$ cat src/rtl/rf_wb_queue_if.sv
// Writeback queue bus: producer handshake, register-file write port and bypass taps.
interface rf_wb_queue_if #(
  parameter int unsigned CW = 3
);
  logic          in_valid;
  logic          in_ready;
  logic [3:0]    in_reg;
  logic [31:0]   in_data;
  logic [3:0]    write_reg;
  logic [31:0]   write_data;
  logic          rf_we;
  logic [3:0]    read_rega;
  logic [3:0]    read_regb;
  logic          byp_hit_a;
  logic [31:0]   byp_data_a;
  logic          byp_hit_b;
  logic [31:0]   byp_data_b;
  logic          pending;
  logic [CW-1:0] count;

  // Producer / reader side
  modport master (
    output in_valid, in_reg, in_data, read_rega, read_regb,
    input  in_ready, write_reg, write_data, rf_we,
    input  byp_hit_a, byp_data_a, byp_hit_b, byp_data_b, pending, count
  );

  // Queue side
  modport slave (
    input  in_valid, in_reg, in_data, read_rega, read_regb,
    output in_ready, write_reg, write_data, rf_we,
    output byp_hit_a, byp_data_a, byp_hit_b, byp_data_b, pending, count
  );
endinterface

$ cat src/rtl/rf_wb_queue.sv
// In-order writeback FIFO driving a rising-edge-strobed register file write port,
// with a youngest-match bypass of entries that have not yet retired.
module rf_wb_queue #(
  parameter int unsigned DEPTH = 4,
  parameter int unsigned PW    = 2,
  parameter int unsigned CW    = 3
) (
  input logic          clk,
  input logic          rst,
  rf_wb_queue_if.slave bus
);

  typedef enum logic [1:0] {IDLE, SETUP, STROBE, HOLD} state_t;

  logic [3:0]    mem_reg  [DEPTH];
  logic [31:0]   mem_data [DEPTH];
  logic [PW-1:0] head_q, tail_q, head_nxt_c, idx_c;
  logic [CW-1:0] count_q;
  state_t        state_q, state_d;
  logic          rf_we_q, rf_we_d;
  logic [3:0]    write_reg_q, write_reg_d;
  logic [31:0]   write_data_q, write_data_d;
  logic          push_c, pop_c;
  logic          hit_a_c, hit_b_c;
  logic [31:0]   data_a_c, data_b_c;

  // R0 results are accepted but never enqueued
  assign push_c     = bus.in_valid && bus.in_ready && (bus.in_reg != 4'd0);
  assign pop_c      = (state_q == HOLD);
  assign head_nxt_c = head_q + PW'(1);

  assign bus.in_ready   = (count_q < CW'(DEPTH));
  assign bus.pending    = (count_q != '0);
  assign bus.count      = count_q;
  assign bus.rf_we      = rf_we_q;
  assign bus.write_reg  = write_reg_q;
  assign bus.write_data = write_data_q;
  assign bus.byp_hit_a  = hit_a_c;
  assign bus.byp_data_a = data_a_c;
  assign bus.byp_hit_b  = hit_b_c;
  assign bus.byp_data_b = data_b_c;

  // Entry storage; contents are don't-care until counted as valid
  always_ff @(posedge clk) begin
    if (push_c) begin
      mem_reg[tail_q]  <= bus.in_reg;
      mem_data[tail_q] <= bus.in_data;
    end
  end

  // Pointers and occupancy
  always_ff @(posedge clk or posedge rst) begin
    if (rst) begin
      head_q  <= '0;
      tail_q  <= '0;
      count_q <= '0;
    end else begin
      if (push_c) tail_q <= tail_q + PW'(1);
      if (pop_c)  head_q <= head_nxt_c;
      count_q <= count_q + CW'(push_c) - CW'(pop_c);
    end
  end

  // Write sequencer state and registered write-port outputs
  always_ff @(posedge clk or posedge rst) begin
    if (rst) begin
      state_q      <= IDLE;
      rf_we_q      <= 1'b0;
      write_reg_q  <= '0;
      write_data_q <= '0;
    end else begin
      state_q      <= state_d;
      rf_we_q      <= rf_we_d;
      write_reg_q  <= write_reg_d;
      write_data_q <= write_data_d;
    end
  end

  // Next state: SETUP loads the head, STROBE raises rf_we, HOLD keeps data and pops
  always_comb begin
    state_d      = state_q;
    rf_we_d      = 1'b0;
    write_reg_d  = write_reg_q;
    write_data_d = write_data_q;
    case (state_q)
      IDLE: begin
        if (count_q != '0) begin
          state_d      = SETUP;
          write_reg_d  = mem_reg[head_q];
          write_data_d = mem_data[head_q];
        end
      end
      SETUP: begin
        state_d = STROBE;
        rf_we_d = 1'b1;
      end
      STROBE: begin
        state_d = HOLD;
      end
      HOLD: begin
        if (count_q > CW'(1)) begin
          state_d      = SETUP;
          write_reg_d  = mem_reg[head_nxt_c];
          write_data_d = mem_data[head_nxt_c];
        end else if (push_c) begin
          // The entry arriving on the pop edge is not in storage yet
          state_d      = SETUP;
          write_reg_d  = bus.in_reg;
          write_data_d = bus.in_data;
        end else begin
          state_d = IDLE;
        end
      end
      default: state_d = IDLE;
    endcase
  end

  // Bypass: scan oldest to youngest so the youngest match overrides
  always_comb begin
    hit_a_c  = 1'b0;
    data_a_c = '0;
    hit_b_c  = 1'b0;
    data_b_c = '0;
    idx_c    = '0;
    for (int unsigned i = 0; i < DEPTH; i++) begin
      idx_c = head_q + PW'(i);
      if (CW'(i) < count_q) begin
        if ((bus.read_rega != 4'd0) && (mem_reg[idx_c] == bus.read_rega)) begin
          hit_a_c  = 1'b1;
          data_a_c = mem_data[idx_c];
        end
        if ((bus.read_regb != 4'd0) && (mem_reg[idx_c] == bus.read_regb)) begin
          hit_b_c  = 1'b1;
          data_b_c = mem_data[idx_c];
        end
      end
    end
  end

endmodule

$ cat src/flat_wrapper.sv
// flat-port wrapper written by rule: the top's interface ports become plain ports
module rf_wb_queue_flat 
#(
  parameter int unsigned DEPTH = 4,
  parameter int unsigned PW    = 2,
  parameter int unsigned CW    = 3
)
  (clk, rst, bus_in_valid, bus_in_reg, bus_in_data, bus_read_rega, bus_read_regb, bus_in_ready, bus_write_reg, bus_write_data, bus_rf_we, bus_byp_hit_a, bus_byp_data_a, bus_byp_hit_b, bus_byp_data_b, bus_pending, bus_count);
  rf_wb_queue_if #(.CW(CW)) bus_i ();
  input logic clk;
  input logic rst;
  input wire logic [$bits(bus_i.in_valid)-1:0] bus_in_valid;
  input wire logic [$bits(bus_i.in_reg)-1:0] bus_in_reg;
  input wire logic [$bits(bus_i.in_data)-1:0] bus_in_data;
  input wire logic [$bits(bus_i.read_rega)-1:0] bus_read_rega;
  input wire logic [$bits(bus_i.read_regb)-1:0] bus_read_regb;
  output wire logic [$bits(bus_i.in_ready)-1:0] bus_in_ready;
  output wire logic [$bits(bus_i.write_reg)-1:0] bus_write_reg;
  output wire logic [$bits(bus_i.write_data)-1:0] bus_write_data;
  output wire logic [$bits(bus_i.rf_we)-1:0] bus_rf_we;
  output wire logic [$bits(bus_i.byp_hit_a)-1:0] bus_byp_hit_a;
  output wire logic [$bits(bus_i.byp_data_a)-1:0] bus_byp_data_a;
  output wire logic [$bits(bus_i.byp_hit_b)-1:0] bus_byp_hit_b;
  output wire logic [$bits(bus_i.byp_data_b)-1:0] bus_byp_data_b;
  output wire logic [$bits(bus_i.pending)-1:0] bus_pending;
  output wire logic [$bits(bus_i.count)-1:0] bus_count;
  assign bus_i.in_valid = bus_in_valid;
  assign bus_i.in_reg = bus_in_reg;
  assign bus_i.in_data = bus_in_data;
  assign bus_i.read_rega = bus_read_rega;
  assign bus_i.read_regb = bus_read_regb;
  assign bus_in_ready = bus_i.in_ready;
  assign bus_write_reg = bus_i.write_reg;
  assign bus_write_data = bus_i.write_data;
  assign bus_rf_we = bus_i.rf_we;
  assign bus_byp_hit_a = bus_i.byp_hit_a;
  assign bus_byp_data_a = bus_i.byp_data_a;
  assign bus_byp_hit_b = bus_i.byp_hit_b;
  assign bus_byp_data_b = bus_i.byp_data_b;
  assign bus_pending = bus_i.pending;
  assign bus_count = bus_i.count;
  rf_wb_queue #(.DEPTH(DEPTH), .PW(PW), .CW(CW)) u_core (.clk(clk), .rst(rst), .bus(bus_i));
endmodule
$ cat config.mk
export PLATFORM = sky130hd
export DESIGN_NAME = rf_wb_queue_flat
export DESIGN_NICKNAME = d
export VERILOG_FILES = /design/src/rtl/rf_wb_queue_if.sv /design/src/rtl/rf_wb_queue.sv /design/src/flat_wrapper.sv
export SDC_FILE = /design/constraint.sdc
export NUM_CORES = 1
export LEC_CHECK = 0
export CELL_PAD_IN_SITES_DETAIL_PLACEMENT = 0
export CELL_PAD_IN_SITES_GLOBAL_PLACEMENT = 1
export CORE_ASPECT_RATIO = 1.1
export CORE_MARGIN = 3
export CORE_UTILIZATION = 40
export DETAILED_ROUTE_END_ITERATION = 12
export PLACE_DENSITY = 0.75
export SETUP_SLACK_MARGIN = 0.05
export SLEW_MARGIN = 20
export SYNTH_ARGS = -nofsm -noshare
export SYNTH_HDL_FRONTEND = slang
export SYNTH_SLANG_ARGS = --single-unit
$ cat constraint.sdc
create_clock -name clk -period 8.2 [get_ports clk]
set_input_delay 1.64 -clock clk [delete_from_list [all_inputs] [get_ports clk]]
set_output_delay 1.64 -clock clk [all_outputs]
set_load 0.01 [all_outputs]
==> flow_metrics.tcl <==
set metrics [dict create \
    final_layout_size_suffix_gt1_share_pct 15.4 \
    post-route-util_pct 48.2 \
    synth_compound_area_share_pct 20.5 \
    p_comb_share_pct 63.7 \
    insertion_delay_ns 0.45 \
    yosys.area_share.simple_pct 10.4 \
    core_um2 33700 \
    synth_xor_area_share_pct 1.90 \
    power_density_nw_per_um2 402 \
    rr_worst_depth 8 \
    yosysTopAreaCell "edfxtp_1" \
    ys_types 52 \
    rsz0062_at_grt "no" \
    yosys-top-cells-count "nand2_1, edfxtp_1, mux2i_1" \
    hpwl_um 27000 \
    grt_max_degree 82 \
    p_sw_mw 2.95 \
    final_max_slew_viol_count 0 \
    syn_area_per_cell_um2 10.6 \
    via_per_inst 6.18 \
    syn_area_um2 13900 \
    fin_crit_ns 6.81 \
    placed_cells_incl_taps 1787 \
    dieArea_um2 36900 \
    numPortBuffers 154 \
    cts_resized 0 \
    vdd_ir_drop_max_mv 0.183 \
    drtAntennaViolNets 0 \
    worstMarginPinSlew_ns 1.04 \
    outcome "complete, no violations" \
    p_sw_share_pct 45.1 \
    power_mw 6.53 \
    cp-endpoint "bus_byp_data_b[29]" \
    cts_inserted_buffers 17 \
    die_h_um 201 \
    grt_usage_pct 22.8 \
    synth_top_area_share_pct 31.2 \
    hold_class "register to register" \
    whs_ns 0.478 \
    ys.flop_type "edfxtp_1" \
    final-setup-viol-count 0 \
    htree_levels 4 \
    final_area_um2 16200 \
    crit_fanout 21 \
    p_leak_nw 5.76 \
    via_count 11300 \
    max_freq_mhz 147 \
    pre_cts_slack_ns 1.38 \
    critPathKind "primary input to output port" \
    wl_um 42600 \
    async_flop_share_pct 24.2 \
    overflow 0 \
    r2r-end "u_core.bus.write_data[15]" \
    critPathLaunchType "primary input" \
    fin_ws_ns 1.39 \
    synth_top_family_by_area "multiplexers" \
    period_share_pct 83.1 \
    ys.warnings.count 0 \
    power_frac_seq_pct 23.1 \
    syn_inst 1304 \
    grt_pass1_wl_um 64900 \
    initial_core_util_pct 41.1 \
    drtPass1Iterations 5 \
    critPathCaptureType "output port" \
    tns_ns 0 \
    grt_pass1_vias 10800 \
    crit_start "bus_read_regb[3]" \
    cts_sinks 190 \
    internal_power_mw 3.58 \
    reg2reg_from "u_core.head_q[1]" \
    chipWidth_um 183 \
    synth_area_leaders "edfxtp_1, mux4_2, dfrtp_1, mux2i_1, nand2_1" \
    pin_count 155 \
    finClkSkew_ns 0.00771 \
    nets 1434 \
    drt_iter0_markers 979 \
    ys_ff_latch 190 \
    cts_tree "done" \
    synth_edf_count 144 \
    r2r_slack_ns 4.35 \
    drcViolationCount 0 \
    synth-adder-area-share_pct 1.23 \
    synth.most_common_cell "nand2_1" \
    dpl-instance-area_um2 15600 \
    required_ns 6.56 \
    gp_congestion 0.824 \
    instances_no_fill 1821 \
    clockBufferDepth 2 \
    avgRoutedWirePerCell_um 23.4 \
    max_cap_viol_count 0 \
    syn2layout_area_growth_pct 17.2 \
    slew_headroom_pct 30.9 \
    hold_viol_final 0 \
    synthMuxAreaShare_pct 20.6 \
    arrival_ns 5.17 \
    largest_reg_flops 128 \
    syn_nets 1364 \
    pwr-share-clk_pct 13.2 \
    clockRootBuffer "clkbuf_16" \
    synth_seq_area_share_pct 39.5 \
    row_count 70 \
    ctsHoldBuffers 0 \
    antenna_found_initial 2 \
    clk_pin_slew_ns 0.07 \
    postCtsSetupBuffers 0 \
]
layer usage:
metal	part of all wire, %	up-vias	GRT usage (%)	wire length [um]
met2	49	489	37.8	20900
met4	2.3	0	7.05	980
met3	7.0	60	3.92	2980
met5	0	-	0	0
met1	42	5594	30.5	17800
li1	-	5110	-	-
worst max-delay path, cell delays in order:
cell and delay (ns):
clkdlybuf4s50_1 0.70, nor2_1 0.08, or3_1 0.33, a211oi_2 0.30, o2111a_2 0.63, buf_4 0.32
a221oi_1 0.08, o31ai_1 0.45, clkdlybuf4s50_1 0.62
power groups by stage:
stage | Clock, mW | Combinational (mW) | Sequential [mW]
5_1_grt | 0.917 | 4.52 | 1.54
2_1_floorplan | 0 | 2.83 | 1.44
3_3_place_gp | 0 | 4.10 | 1.52
6_report | 0.860 | 4.16 | 1.51
4_1_cts | 0.879 | 4.16 | 1.51
3_5_place_dp | 0 | 4.13 | 1.53
layout by cell type (no fill, tap or decap), drive strengths merged, types with 32 or more instances in the layout:
cell type        n
a211oi          35
a21oi           67
a221oi          32
a22o            32
and2            38
clkdlybuf4s50  154
dfrtp           46
edfxtp         144
inv             55
mux2i          109
mux4            78
nand2          150
nor2            72
nor2b           32
o211ai          32
o21ai           76
o21ba           32
o221ai          33
o31ai           33
logic make-up (layout without fill, tap and decap cells):
group / Yosys count / after routing
xor gates and xnor gates: 30 / 30
adders and majority gates: 13 / 13
and+or+nand+nor: 319 / 319
DFF: 190 / 190
AOI/OAI and AO/OA: 385 / 385
muxes: 188 / 188
buffers and inverters: 179 / 262
other: 0 / 2
worst min-delay path by stage:
stage,start,to,slack (ns),cells after the start
after floorplan,u_core.bus.write_data[0],u_core.bus.write_data[0],0.52,2
after global placement,u_core.bus.write_data[20],u_core.bus.write_data[20],0.46,2
after detailed placement,u_core.bus.write_data[22],u_core.bus.write_data[22],0.47,2
after CTS,u_core.bus.write_data[22],u_core.bus.write_data[22],0.49,2
after global routing,u_core.bus.write_data[20],u_core.bus.write_data[20],0.49,2
final,u_core.bus.write_data[22],u_core.bus.write_data[22],0.48,2
final cells by class:
type | count | area, um2
fill | 2968 | 17500
multi-input combinational | 935 | 7690
sequential | 190 | 5480
timing repair buffer | 182 | 1750
tap | 432 | 541
clock buffer | 17 | 425
inverter | 48 | 180
clock inverter | 15 | 174
antenna | 2 | 5.00
No activity file was read; power rests on OpenSTA's default activity.
